File: src/rtl/stopwatch_timer_ctrl_if.sv
// Command/status bundle between the button layer and the stopwatch controller.
// master drives commands; slave (the controller) returns count and status.
interface stopwatch_timer_ctrl_if #(
   parameter int CNT_W = 16
);
   logic             start;
   logic             stop;
   logic             clear;
   logic             lap;
   logic             down_mode;
   logic [CNT_W-1:0] load_val;
   logic [CNT_W-1:0] count;
   logic [CNT_W-1:0] lap_val;
   logic             lap_valid;
   logic             done;
   logic [1:0]       status;
   logic             c_enable;

   modport master (
      output start, stop, clear, lap, down_mode, load_val,
      input  count, lap_val, lap_valid, done, status, c_enable
   );

   modport slave (
      input  start, stop, clear, lap, down_mode, load_val,
      output count, lap_val, lap_valid, done, status, c_enable
   );
endinterface

File: src/rtl/stopwatch_timer_ctrl.sv
// Stopwatch/timer control: IDLE/RUNNING/PAUSED/DONE FSM with a prescaled
// up/down counter, terminal-count done pulse and lap capture.
module stopwatch_timer_ctrl #(
   parameter int CNT_W    = 16,
   parameter int TICK_DIV = 10
) (
   input  logic clk,
   input  logic rst,
   stopwatch_timer_ctrl_if.slave bus
);
   localparam int PW = (TICK_DIV > 1) ? $clog2(TICK_DIV) : 1;
   localparam logic [PW-1:0]    PRE_LAST = PW'(TICK_DIV - 1);
   localparam logic [CNT_W-1:0] ALL1     = '1;

   typedef enum logic [1:0] {
      S_IDLE  = 2'b00,
      S_RUN   = 2'b01,
      S_PAUSE = 2'b10,
      S_DONE  = 2'b11
   } state_t;

   state_t           r_state;
   state_t           w_next;
   logic [CNT_W-1:0] r_count;
   logic [CNT_W-1:0] r_lap_val;
   logic [PW-1:0]    r_pre;
   logic             r_mode;
   logic             r_lap_valid;
   logic             r_done;

   logic             w_tick;
   logic             w_step;
   logic [CNT_W-1:0] w_step_val;
   logic             w_term;
   logic             w_zero_load;
   logic             w_lap_ok;
   logic             w_c_enable;
   logic [1:0]       w_status;

   assign w_tick      = (r_pre == PRE_LAST);
   assign w_step      = (r_state == S_RUN) && !bus.stop && w_tick;
   assign w_step_val  = r_mode ? (r_count - CNT_W'(1))
                               : (r_count + CNT_W'(1));
   assign w_term      = r_mode ? (w_step_val == '0)
                               : (w_step_val == ALL1);
   assign w_zero_load = bus.down_mode && (bus.load_val == '0);
   assign w_lap_ok    = (r_state == S_RUN) || (r_state == S_PAUSE);

   always_ff @(posedge clk or posedge rst) begin
      if (rst) r_state <= S_IDLE;
      else     r_state <= w_next;
   end

   always_comb begin
      w_next = r_state;
      unique case (r_state)
         S_IDLE: begin
            if (bus.start) w_next = w_zero_load ? S_DONE : S_RUN;
         end
         S_RUN: begin
            if (bus.stop)                w_next = S_PAUSE;
            else if (w_step && w_term)   w_next = S_DONE;
         end
         S_PAUSE: begin
            if (bus.start)               w_next = S_RUN;
            else if (bus.clear)          w_next = S_IDLE;
         end
         S_DONE: begin
            if (bus.clear)               w_next = S_IDLE;
         end
      endcase
   end

   always_comb begin
      w_c_enable = (r_state == S_RUN);
      w_status   = r_state;
   end

   // Stop pauses before the prescaler advances, so a resume finishes the
   // partial period that was in flight.
   always_ff @(posedge clk or posedge rst) begin
      if (rst) begin
         r_count     <= '0;
         r_lap_val   <= '0;
         r_pre       <= '0;
         r_mode      <= 1'b0;
         r_lap_valid <= 1'b0;
         r_done      <= 1'b0;
      end else begin
         r_done      <= (w_next == S_DONE) && (r_state != S_DONE);
         r_lap_valid <= 1'b0;
         if (w_lap_ok && bus.lap) begin
            r_lap_val   <= r_count;
            r_lap_valid <= 1'b1;
         end
         unique case (r_state)
            S_IDLE: begin
               if (bus.start) begin
                  r_mode  <= bus.down_mode;
                  r_count <= bus.down_mode ? bus.load_val : '0;
                  r_pre   <= '0;
               end
            end
            S_RUN: begin
               if (!bus.stop) begin
                  if (w_tick) begin
                     r_pre   <= '0;
                     r_count <= w_step_val;
                  end else begin
                     r_pre   <= r_pre + PW'(1);
                  end
               end
            end
            S_PAUSE: begin
               if (!bus.start && bus.clear) begin
                  r_count <= '0;
                  r_pre   <= '0;
               end
            end
            S_DONE: begin
               if (bus.clear) begin
                  r_count <= '0;
                  r_pre   <= '0;
               end
            end
         endcase
      end
   end

   assign bus.count     = r_count;
   assign bus.lap_val   = r_lap_val;
   assign bus.lap_valid = r_lap_valid;
   assign bus.done      = r_done;
   assign bus.status    = w_status;
   assign bus.c_enable  = w_c_enable;
endmodule

File: src/flat_wrapper.sv
// flat-port wrapper written by rule: the top's interface ports become plain ports
module stopwatch_timer_ctrl_flat 
#(
   parameter int CNT_W    = 16,
   parameter int TICK_DIV = 10
)
  (clk, rst, bus_start, bus_stop, bus_clear, bus_lap, bus_down_mode, bus_load_val, bus_count, bus_lap_val, bus_lap_valid, bus_done, bus_status, bus_c_enable);
  stopwatch_timer_ctrl_if #(.CNT_W(CNT_W)) bus_i ();
  input  logic clk;
  input  logic rst;
  input wire logic [$bits(bus_i.start)-1:0] bus_start;
  input wire logic [$bits(bus_i.stop)-1:0] bus_stop;
  input wire logic [$bits(bus_i.clear)-1:0] bus_clear;
  input wire logic [$bits(bus_i.lap)-1:0] bus_lap;
  input wire logic [$bits(bus_i.down_mode)-1:0] bus_down_mode;
  input wire logic [$bits(bus_i.load_val)-1:0] bus_load_val;
  output wire logic [$bits(bus_i.count)-1:0] bus_count;
  output wire logic [$bits(bus_i.lap_val)-1:0] bus_lap_val;
  output wire logic [$bits(bus_i.lap_valid)-1:0] bus_lap_valid;
  output wire logic [$bits(bus_i.done)-1:0] bus_done;
  output wire logic [$bits(bus_i.status)-1:0] bus_status;
  output wire logic [$bits(bus_i.c_enable)-1:0] bus_c_enable;
  assign bus_i.start = bus_start;
  assign bus_i.stop = bus_stop;
  assign bus_i.clear = bus_clear;
  assign bus_i.lap = bus_lap;
  assign bus_i.down_mode = bus_down_mode;
  assign bus_i.load_val = bus_load_val;
  assign bus_count = bus_i.count;
  assign bus_lap_val = bus_i.lap_val;
  assign bus_lap_valid = bus_i.lap_valid;
  assign bus_done = bus_i.done;
  assign bus_status = bus_i.status;
  assign bus_c_enable = bus_i.c_enable;
  stopwatch_timer_ctrl #(.CNT_W(CNT_W), .TICK_DIV(TICK_DIV)) u_core (.clk(clk), .rst(rst), .bus(bus_i));
endmodule
File: config.mk
export PLATFORM = sky130hd
export DESIGN_NAME = stopwatch_timer_ctrl_flat
export DESIGN_NICKNAME = d
export VERILOG_FILES = /design/src/rtl/stopwatch_timer_ctrl_if.sv /design/src/rtl/stopwatch_timer_ctrl.sv /design/src/flat_wrapper.sv
export SDC_FILE = /design/constraint.sdc
export NUM_CORES = 1
export LEC_CHECK = 0
export BUFFER_PORTS_ARGS = -buffer_cell sky130_fd_sc_hd__buf_2
export CAP_MARGIN = 15
export CELL_PAD_IN_SITES_DETAIL_PLACEMENT = 1
export CELL_PAD_IN_SITES_GLOBAL_PLACEMENT = 1
export CORE_UTILIZATION = 40
export CTS_CLUSTER_DIAMETER = 200
export CTS_CLUSTER_SIZE = 16
export DETAILED_ROUTE_END_ITERATION = 6
export PLACE_DENSITY = 0.77
export SETUP_SLACK_MARGIN = 0.5
export SLEW_MARGIN = 0
export SYNTH_ARGS = -nofsm -noshare
export SYNTH_HDL_FRONTEND = slang
export SYNTH_SLANG_ARGS = --single-unit
File: constraint.sdc
create_clock -name clk -period 5 [get_ports clk]
set_input_delay 0.5 -clock clk [delete_from_list [all_inputs] [get_ports clk]]
set_output_delay 0.5 -clock clk [all_outputs]
set_load 0.01 [all_outputs]
== Yosys cells after proc, flatten, opt, wreduce, memory -nomap -nowiden ==
Cells that the tools add are included.

* Register bits after elaboration: 41
* Output and inout bits: 37

* Add/subtract/negate cells: 3
* Eq/ne operators: 12
* Multiplexer cells: 23
* Reductions and logical operators: 16

{| class="wikitable"
|+ Operator list
! operator !! number
|-
| 16-bit 2-to-1 mux || 7
|-
| 16-bit case mux with 4 select lines || 1
|-
| 16-bit logical NOT || 2
|-
| 4-bit 2-to-1 mux || 5
|-
| 16-bit by 1-bit adder with 16-bit output, second input constant || 1
|-
| 16-bit == test, second input constant || 1
|-
| 4-bit case mux with 4 select lines || 1
|-
| 16-bit by 1-bit subtractor with 16-bit output, second input constant || 1
|-
| 2-bit 2-to-1 mux || 6
|-
| 2-bit inequality test, second input constant || 5
|-
| 2-bit case mux with 4 select lines || 1
|-
| 1-bit logical AND || 7
|-
| 2-bit == test, second input constant || 3
|-
| 5-bit AND reduction || 1
|-
| 4-bit by 1-bit adder with 4-bit output, second input constant || 1
|-
| 4-bit == test, second input constant || 1
|-
| 4-bit AND reduction || 1
|-
| 2-bit by 1-bit == test with 1-bit output, second input constant || 1
|-
| 1-bit logical NOT || 2
|-
| 2-bit logical NOT || 1
|-
| 1-bit 2-to-1 mux || 2
|-
| 2-bit by 1-bit inequality test with 1-bit output, second input constant || 1
|-
| 2-bit AND reduction || 1
|-
| 1-bit logical OR || 1
|}

== Longest topological paths before layout ==
Gate-level depths: netlist (run 1).

* Depth after elaboration: 10
* Mapped depth: 11
* Depth with buffers taken out: 11

== Worst setup path after synthesis (run 1) ==
Ideal clock, no wire load.

* Path type: reg-to-reg
* Start: reg u_core.r_mode
* End: reg u_core.r_done (netlist: u_core.bus.done)
* Library setup time: 0.094 ns
* Arrival time: 3.318 ns
* Required time: 4.906 ns
* Path slack: 1.588 ns
* Cell stages (with the launch flop): 11
* Buffers on the path: 0
* Cells stage by stage: dfrtp_1 fa_1 a21o_1 and4_4 or3_1 a2111oi_0 nand4_1 or4_4 nor4b_4 o31ai_1 a221oi_2

* Longest elaborated chain between the ends: 9
* Elaborated cells on any way between the ends: 10
* Classes of those cells: eq/ne: 2; mux: 5; reduce/logical: 3

{| class="wikitable"
|+ RTL lines
! item !! RTL line !! text
|-
| start: declaration || stopwatch_timer_ctrl.sv:27 || <nowiki>logic r_mode;</nowiki>
|-
| start signal: assignment || stopwatch_timer_ctrl.sv:99 || <nowiki>r_mode <= bus.down_mode;</nowiki>
|-
| 16-bit 2-to-1 mux || stopwatch_timer_ctrl.sv:42 || <nowiki>assign w_step_val = r_mode ? (r_count - CNT_W'(1))</nowiki>
|-
| 16-bit == test or 16-bit logical NOT (tied branches) || stopwatch_timer_ctrl.sv:45, stopwatch_timer_ctrl.sv:44 ||
|-
| 1-bit 2-to-1 mux (*) || stopwatch_timer_ctrl.sv:44 || <nowiki>assign w_term = r_mode ? (w_step_val == '0)</nowiki>
|-
| 1-bit logical AND (*) || stopwatch_timer_ctrl.sv:62 || <nowiki>else if (w_step && w_term) w_next = S_DONE;</nowiki>
|-
| 2-bit 2-to-1 mux (*) || stopwatch_timer_ctrl.sv:62 ||
|-
| 2-bit 2-to-1 mux (*) || stopwatch_timer_ctrl.sv:61 || <nowiki>if (bus.stop) w_next = S_PAUSE;</nowiki>
|-
| 2-bit case mux with 4 select lines (*) || stopwatch_timer_ctrl.sv:56 || <nowiki>unique case (r_state)</nowiki>
|-
| 2-bit == test (*) || stopwatch_timer_ctrl.sv:90 || <nowiki>r_done <= (w_next == S_DONE) && (r_state != S_DONE);</nowiki>
|-
| 1-bit logical AND (*) || stopwatch_timer_ctrl.sv:90 ||
|-
| end signal: assignment || stopwatch_timer_ctrl.sv:90 ||
|-
| end: declaration || stopwatch_timer_ctrl.sv:29 || <nowiki>logic r_done;</nowiki>
|}

Mark *: on every way between the ends. The rest lies on a longest branch, timed or not.
A chain may end at the register's enable or synchronous reset.

== Worst setup path after layout (run 1) ==
Ends and elaborated chain as after synthesis.

==> results.toml, run 1 <==
[clock_network]
post_cts_buffers = 0
root_buffer = "clkbuf_8"
cts.sinks = 41
clkLatencyLatePin_ns = 0.30
clk_pin_slew_worst_paths_ns = 0.09
cts_hold_buffers = 0
clockBufferDepth = 2
tritoncts = "built"
ctsResizeCount = 0
htree_levels = 2
numCtsBuffers = 5

[sta]
relSlewSlack_pct = 27.2
max_freq_mhz = 253
hold_violations = 0
rsz0062_at_grt = "false"
tightest_slew_ns = 1.09
final_max_slew_viol_count = 0
setup_violations = 0
final.setup.tns_ns = 0
period_share_pct = 79.1
clock_skew_ns = 0.00913
fin_crit_ns = 3.95

[placement]
gp_congestion = 0.851
place_area_sq_um = 3170
io_buffers = 59
dp_hpwl_mm = 5.83

[logic_synthesis]
synth_area_per_cell_sq_um = 9.54
synth.distinct_cells = 54
synth_edf_count = 0
syn_inst = 293
yosys_most_used_dff = "dfrtp_1"
async_flop_share_pct = 100
synth_area_sq_um = 2790
synth_seq_area_share_pct = 36.7
ys_ff_latch = 41
yosys_warnings = 0
synth_nets = 340

[detailed_routing]
firstDrtPassIters = 4
wl_mm = 7.65
avgRoutedWirePerCell_microns = 17.7
drt_iter0_markers = 82
vias = 2538
detail-route-antenna-nets = 0
drc_errors = 0
via_per_inst = 5.86

[final_layout]
finalInstanceArea_sq_um = 3300
n_antenna_cell = 0
area_growth_pct = 18.1
nets = 399
drive_gt1_share_pct = 26.9
num-fill-cells = 825

[setup_path]
required_ns = 5.20
crit_start = "u_core.r_mode$_DFFE_PP0P_"
cp.arrival_ns = 4.15
rr_worst_depth = 10
cp-endpoint = "u_core.bus.done$_DFF_PP0_"
r2r_slack_ns = 1.05
worst-setup-path-type = "reg -> reg"
crit_fanout = 19
worstSetupStartpointType = "register"
r2r_start = "u_core.r_mode$_DFFE_PP0P_"
reg2reg_to = "u_core.bus.done$_DFF_PP0_"
cp-end-kind = "register"

[die]
fp.dieW_microns = 85.6
die_h_microns = 85.6
core.rowCount = 30
core_sq_um = 6760
dieArea_sq_um = 7320
initial_utilization_pct = 41.4
io_pins = 60

[global_route]
grt_pass1_vias = 2556
grt_max_degree = 42
grt_pass1_wl_mm = 12.6
grt_use_met2_pct = 37.3
use_met3_pct = 3.08
met1_usage_pct = 29.7
grt_overflow_total = 0
track_usage_pct = 21.8
antenna_found_initial = 0
grt_busiest_layer = "met2"

[pwr]
p_per_area_nw_per_um2 = 722
p_leak_uw = 0.00162
ir_worst_vdd_mv = 0.339

[run_status]
status = "completed"

[hold_path]
hold_path_class = "in -> async"

[job]
max_cap_viol_count = 0
-- cells in the final DEF (no fill, tap or decap), drive strengths merged, types with 7 or more instances in the layout --
cell   netlist  layout
dfrtp       41      41
buf          0      60
inv         11      11
nor2        17      17
xnor2        7       7
ha          23      23
a21oi       15      15
a22oi       12      12
mux2        18      18
nand2       36      36
o21ai       26      26
-- critical path, cell delays in order (launching register included) --
cell	delay, ns
dfrtp_1	0.82
ha_1	0.41
a21o_1	0.21
and4_4	0.21
or3_1	0.36
a2111oi_0	0.45
nand4_1	0.15
or4_4	0.45
nor4b_4	0.32
o31ai_1	0.17
a221oi_2	0.31
-- state kept, by name, indices dropped and copies added (netlist names) --
| register | count |
|---|---|
| u_core.r_mode | 1 |
| u_core.r_pre | 4 |
| u_core.bus.done | 1 |
| u_core.bus.lap_val | 16 |
| u_core.bus.count | 16 |
| u_core.bus.status | 2 |
| u_core.bus.lap_valid | 1 |
-- logic make-up after synthesis --
family | after synthesis | share of synthesized area, %
AND/OR/NAND/NOR | 93 | 17.4
AO/OA/AOI/OAI | 88 | 21.9
flip-flops | 41 | 36.7
adder cells (fa/ha/maj) | 24 | 11.0
buffers and inverters | 19 | 2.55
multiplexers | 18 | 7.25
XOR/XNOR | 10 | 3.14
-- report_power, final --
group / internal [uW] / switching, uW
logic: 586 / 904
clock network: 198 / 120
registers: 452 / 121
total: 1240 / 1150
-- metrics by stage --
stage	setup WS, ns	hold WS [ns]	util [%]	std cells	total power, uW
detailed placement	1.12	0.489	46.9	425	2070
global route	0.809	0.371	48.9	433	2590
global placement	1.23	0.474	46.9	425	2010
CTS	1.06	0.349	48.9	433	2400
finish	1.05	0.327	48.9	433	2380
floorplan	1.59	0.463	-	293	1640
-- layer usage --
layer,up-vias,wire (microns)
met5,-,0
met4,0,65
met3,8,252
met2,57,3660
met1,1260,3670
li1,1213,-
-- worst min path at each step --
stage / depth (start not counted) / endpoint / slack [ns]
after floorplan: 1 / u_core.r_pre[2]$_DFFE_PP0P_ / 0.46
after global placement: 2 / u_core.bus.lap_val[0]$_DFFE_PP0P_ / 0.47
after detailed placement: 1 / u_core.bus.lap_val[6]$_DFFE_PP0P_ / 0.49
after CTS: 3 / u_core.bus.lap_val[2]$_DFFE_PP0P_ / 0.35
after global routing: 3 / u_core.bus.lap_val[4]$_DFFE_PP0P_ / 0.37
final: 3 / u_core.bus.lap_val[2]$_DFFE_PP0P_ / 0.33
-- area by class of cell --
cell class	count	area (sq um)	share of cell area (%)
Inverter	11	41.3	1.25
Sequential cell	41	1030	31.1
Multi-Input combinational cell	233	1700	51.4
Clock inverter	3	65.1	1.97
Tap cell	80	100	3.03
Clock buffer	5	68.8	2.08
Timing Repair Buffer	60	303	9.17
-- Yosys cell counts (2+ instances only) --
master / n / share of area (%)
nand2_1: 36 / 4.8
nand4_1: 4 / 0.90
o21ai_0: 25 / 4.5
xor2_1: 3 / 0.94
a21oi_1: 15 / 2.7
nand3_1: 4 / 0.72
ha_1: 23 / 10
a32oi_1: 2 / 0.63
or2b_1: 2 / 0.54
nor2_1: 17 / 2.3
nor4b_1: 2 / 0.63
o21bai_1: 2 / 0.54
o31ai_1: 3 / 0.81
a221oi_1: 2 / 0.63
nor3b_1: 3 / 0.81
nor4_1: 5 / 1.1
a31oi_1: 3 / 0.67
inv_1: 11 / 1.5
o211ai_1: 3 / 0.81
o311ai_0: 2 / 0.63
mux2_2: 18 / 7.3
nand2b_1: 2 / 0.45
nor3_1: 4 / 0.72
a22oi_1: 12 / 3.2
xnor2_1: 7 / 2.2
a21o_1: 5 / 1.3
and2_1: 3 / 0.67
nand3b_1: 2 / 0.54
clkbuf_1: 8 / 1.1
dfrtp_1: 41 / 37
Note: power is estimated with default switching activity, not from simulation.
==> run 2: changes to the inputs <==
Clock period 5 ns to 3.85 ns, I/O delays scaled along.
==> run 2 against run 1 <==
Net effect: combinational power up 56%; critical endpoint unchanged; worst hold slack worse by 0.12 ns; critical path depth up 1; register-to-register slack worse by 0.57 ns; wire length up 7.1%; largest power group unchanged.
==> results.toml, run 2 (same netlist as run 1, synthesis figures left out) <==
[run_status]
status = "completed"

[pwr]
power_uw = 3340
p_per_area_nw_per_um2 = 960
p_leak_uw = 0.00166
ir_worst_vdd_mv = 0.458

[final_layout]
layout_common_cells = "buf_2, dfrtp_1, nand2_1"
area_growth_pct = 24.5
multi_input_area_sq_um = 1820
drive_gt1_share_pct = 34.3
n_antenna_cell = 0
final_common_cell = "buf_2"
instances_no_fill = 444
finalInstanceArea_sq_um = 3480
nets = 411
num-fill-cells = 795
seq_area_sq_um = 1030

[setup_path]
slowest_stage = "dfrtp_2"
worstSetupPathDepth = 11
cp_cell_sequence = "buf_12 > ha_4 > a21o_1 > and4_4 > or3_4 > a2111oi_4 > nand4_1 > or4_4 > nor4b_4 > o31ai_2 > a221oi_2"
r2r_start = "u_core.r_mode$_DFFE_PP0P_"
cp_top_family = "simple AND/OR/NAND/NOR gates"
crit_start = "u_core.r_mode$_DFFE_PP0P_"
cp.arrival_ns = 3.59
r2r_slack_ns = 0.48
cp-end-kind = "register"
worst-setup-path-type = "reg -> reg"
rr_worst_depth = 11
reg2reg_to = "u_core.bus.done$_DFF_PP0_"
required_ns = 4.06
cp-endpoint = "u_core.bus.done$_DFF_PP0_"
critPathBufInv = 1
worstSetupStartpointType = "register"
crit_fanout = 6
max_stage_delay_ns = 0.47

[placement]
dp_slack_ns = 0.289
place_area_sq_um = 3190
gp_congestion = 0.857
dp_cells = 428
dp_hpwl_mm = 5.99
io_buffers = 59

[detailed_routing]
drc_errors = 0
via_per_inst = 5.82
vias = 2584
firstDrtPassIters = 6
drt_iter0_markers = 115
detail-route-antenna-nets = 0
wl_mm = 8.19
avgRoutedWirePerCell_microns = 18.4

[sta]
final.setup.tns_ns = 0
relSlewSlack_pct = 26.9
clock_skew_ns = 0.0114
hold_violations = 0
rsz0062_at_grt = "true"
setup_violations = 0
period_share_pct = 87.6
tightest_slew_ns = 1.10
fin_crit_ns = 3.37
final_max_slew_viol_count = 0
max_freq_mhz = 296
worst_slack_ns = 0.476

[clock_network]
clk_pin_slew_worst_paths_ns = 0.08
tritoncts = "built"
cts.sinks = 41
numCtsBuffers = 5
clkLatencyLatePin_ns = 0.30
cts_hold_buffers = 0
htree_levels = 2
root_buffer = "clkbuf_8"
clockBufferDepth = 2

[hold_path]
hold_path_class = "in -> async"

[global_route]
grt_pass1_wl_mm = 13.3
grt_max_degree = 42
track_usage_pct = 23.6
grt_pass1_vias = 2658
grt_overflow_total = 0
antenna_found_initial = 0

[die]
core.rowCount = 30
die_h_microns = 85.6
fp.dieW_microns = 85.6
initial_utilization_pct = 41.4
dieArea_sq_um = 7320
io_pins = 60
core_sq_um = 6760

[job]
max_cap_viol_count = 0
## run 2: cell count changes in the layout (fill, tap and decap cells not counted), sizes merged
cell,change
buf,+12
bufinv,-2
clkbuf,+2
clkinv,-1
## run 2: worst min-delay path by stage
stage                                       from                           endpoint  depth (start not counted)
2_1_floorplan        u_core.r_pre[2]$_DFFE_PP0P_        u_core.r_pre[2]$_DFFE_PP0P_                          1
3_3_place_gp   u_core.bus.lap_val[0]$_DFFE_PP0P_  u_core.bus.lap_val[0]$_DFFE_PP0P_                          2
3_5_place_dp   u_core.bus.lap_val[0]$_DFFE_PP0P_  u_core.bus.lap_val[0]$_DFFE_PP0P_                          2
4_1_cts                                      rst    u_core.bus.count[1]$_DFFE_PP0P_                          3
5_1_grt                                      rst  u_core.bus.lap_val[1]$_DFFE_PP0P_                          3
6_report                                     rst  u_core.bus.lap_val[1]$_DFFE_PP0P_                          3
## run 2: report_power, final
group | total (uW) | switching, uW | internal (uW)
clock network | 294 | 152 | 142
logic | 2320 | 1330 | 988
registers | 725 | 136 | 590
## run 2: layout make-up
cell class	instances	share of cell area, %
Clock buffer	7	2.48
Inverter	11	1.19
Multi-Input combinational cell	233	52.2
Sequential cell	41	29.6
Tap cell	80	2.88
Timing Repair Buffer	72	11.7
## run 2: timing repair
action,CTS,global route
gates resized for setup,13,13
setup endpoints to repair,3,3
pin swaps,9,10
setup buffers,9,0
## run 2: stage by stage
stage | hold WS, ns | util, %
after detailed placement | 0.477 | 47.2
final | 0.203 | 51.5
after global placement | 0.473 | 47.2
after floorplan | 0.463 | -
after CTS | 0.233 | 50.7
after global routing | 0.262 | 51.5
## run 2: layer usage
layer	global-route usage, %	wire, microns
met1	29.9	3760
met2	41.2	3970
met3	4.62	340
met4	6.06	119
met5	0	0
## run 2: worst min-delay path: cells and delay by family
| kind | cells | cell delay, ns |
|---|---|---|
| buf+inv | 3 | 0.58 |
==> run 3: changes to the inputs <==
Settings changed: ABC_CLOCK_PERIOD_IN_PS set to 3850, CORE_ASPECT_RATIO set to 1.2.
==> run 3 against run 2 <==
Net effect: clock power shrank 5%; sequential share of layout area is 0.38 points higher; via count is 1.4% lower; wire length fell by 2.3%; critical endpoint unchanged; largest cell class unchanged.
==> results.toml, run 3 (same netlist as run 1, synthesis figures left out) <==
[run_status]
status = "completed"

[setup_path]
slowest_stage = "dfrtp_2"
worst-setup-path-type = "reg -> reg"
worstSetupStartpointType = "register"
crit_fanout = 8
critPathBufInv = 0
cp.arrival_ns = 3.60
cp-end-kind = "register"
cp_cell_sequence = "fa_2 > a21o_1 > and4_4 > or3_4 > a2111oi_4 > nand4_1 > or4_4 > nor4b_4 > o31ai_2 > a221oi_2"
required_ns = 4.05
cp_top_family = "simple AND/OR/NAND/NOR gates"
max_stage_delay_ns = 0.51

[placement]
gp_congestion = 0.833
io_buffers = 59
dp_slack_ns = 0.296
dp_hpwl_mm = 5.84

[sta]
fin_crit_ns = 3.39
relSlewSlack_pct = 28.1
rsz0062_at_grt = "true"
final.setup.tns_ns = 0
final_max_slew_viol_count = 0
tightest_slew_ns = 1.08
max_freq_mhz = 295
fin_hold_ws_ns = 0.194
period_share_pct = 88.1
worst_slack_ns = 0.457
setup_violations = 0
hold_violations = 0
clock_skew_ns = 0.0134

[die]
initial_utilization_pct = 41.0
fp.dieW_microns = 78.3
die_h_microns = 93.6
dieArea_sq_um = 7320
core_sq_um = 6810
io_pins = 60
core.rowCount = 33

[clock_network]
tritoncts = "built"
clk_pin_slew_worst_paths_ns = 0.08
root_buffer = "clkbuf_8"
clockBufferDepth = 2
clkLatencyLatePin_ns = 0.30
htree_levels = 2
cts_hold_buffers = 0
numCtsBuffers = 5
cts.sinks = 41

[detailed_routing]
detail-route-antenna-nets = 0
via_per_inst = 5.70
drt_iter0_markers = 123
wl_mm = 8.00
vias = 2547
avgRoutedWirePerCell_microns = 17.9
drc_errors = 0
firstDrtPassIters = 4

[final_layout]
multi_input_area_sq_um = 1820
layout_common_cells = "buf_2, dfrtp_1, nand2_1"
n_antenna_cell = 0
nets = 406
seq_area_sq_um = 1030
area_growth_pct = 22.9
drive_gt1_share_pct = 33.1
final_common_cell = "buf_2"
num-fill-cells = 796
postLayoutCoreUtil_pct = 50.4

[global_route]
track_usage_pct = 22.7
grt_overflow_total = 0
grt_pass1_vias = 2641
grt_pass1_wl_mm = 13.0
antenna_found_initial = 0
grt_max_degree = 42

[job]
max_cap_viol_count = 0

[pwr]
p_leak_uw = 0.00162
ir_worst_vdd_mv = 0.587
p_per_area_nw_per_um2 = 944

[hold_path]
hold_path_class = "in -> async"
[run 3: cell count changes in the layout (fill, tap and decap cells not counted), sizes merged]
cell and delta:
clkbuf +1, buf -5
[run 3: worst paths after layout]
path,startpoint,to,slack (ns),depth (start not counted)
max in group asynchronous,rst,u_core.r_mode$_DFFE_PP0P_,3.25,3
min reg2reg,u_core.bus.lap_val[5]$_DFFE_PP0P_,u_core.bus.lap_val[5]$_DFFE_PP0P_,0.50,1
max reg2reg,u_core.r_mode$_DFFE_PP0P_,u_core.bus.done$_DFF_PP0_,0.46,10
max,u_core.r_mode$_DFFE_PP0P_,u_core.bus.done$_DFF_PP0_,0.46,10
min in group clk,bus_down_mode,u_core.r_mode$_DFFE_PP0P_,0.38,2
min,rst,u_core.r_pre[3]$_DFFE_PP0P_,0.19,3
[run 3: worst reg2reg max path, cell delays in order (launching register included)]
cell and delay, ns:
dfrtp_2 0.51, fa_2 0.40, a21o_1 0.19, and4_4 0.22, or3_4 0.37, a2111oi_4 0.29
nand4_1 0.14, or4_4 0.45, nor4b_4 0.33, o31ai_2 0.13, a221oi_2 0.28
[run 3: area by class of cell]
cell class / instances / share of cell area [%]
Inverter: 11 / 1.20
Sequential cell: 41 / 30.0
Tap cell: 87 / 3.17
Clock buffer: 8 / 2.33
Multi-Input combinational cell: 233 / 53.0
Timing Repair Buffer: 67 / 10.3
[run 3: routing by layer]
layer / vias to the layer above / GRT usage (%) / wire length, microns
met2: 57 / 40.2 / 4040
met3: 10 / 3.22 / 252
met5: - / 0 / 0
li1: 1226 / - / -
met4: 0 / 5.56 / 93
met1: 1254 / 28.8 / 3620
[run 3: timing repair]
| action | CTS | global route |
|---|---|---|
| resized for setup | 14 | 10 |
| endpoints found under the setup margin | 3 | 3 |
| buffers inserted | 3 | 2 |
| pin swaps | 3 | 5 |
| cloned | 0 | 0 |
[run 3: power by group]
part	internal, uW	switching (uW)
combinational	921	1300
clock	129	150
sequential	589	147
[run 3: stage by stage]
stage | total power (uW) | std cells | cell area [sq um]
6_report | 3240 | 447 | 3430
5_1_grt | 3510 | 447 | 3430
3_3_place_gp | 2640 | 434 | 3190
4_1_cts | 3110 | 445 | 3360
2_1_floorplan | 2140 | 293 | 2800
3_5_place_dp | 2710 | 434 | 3190
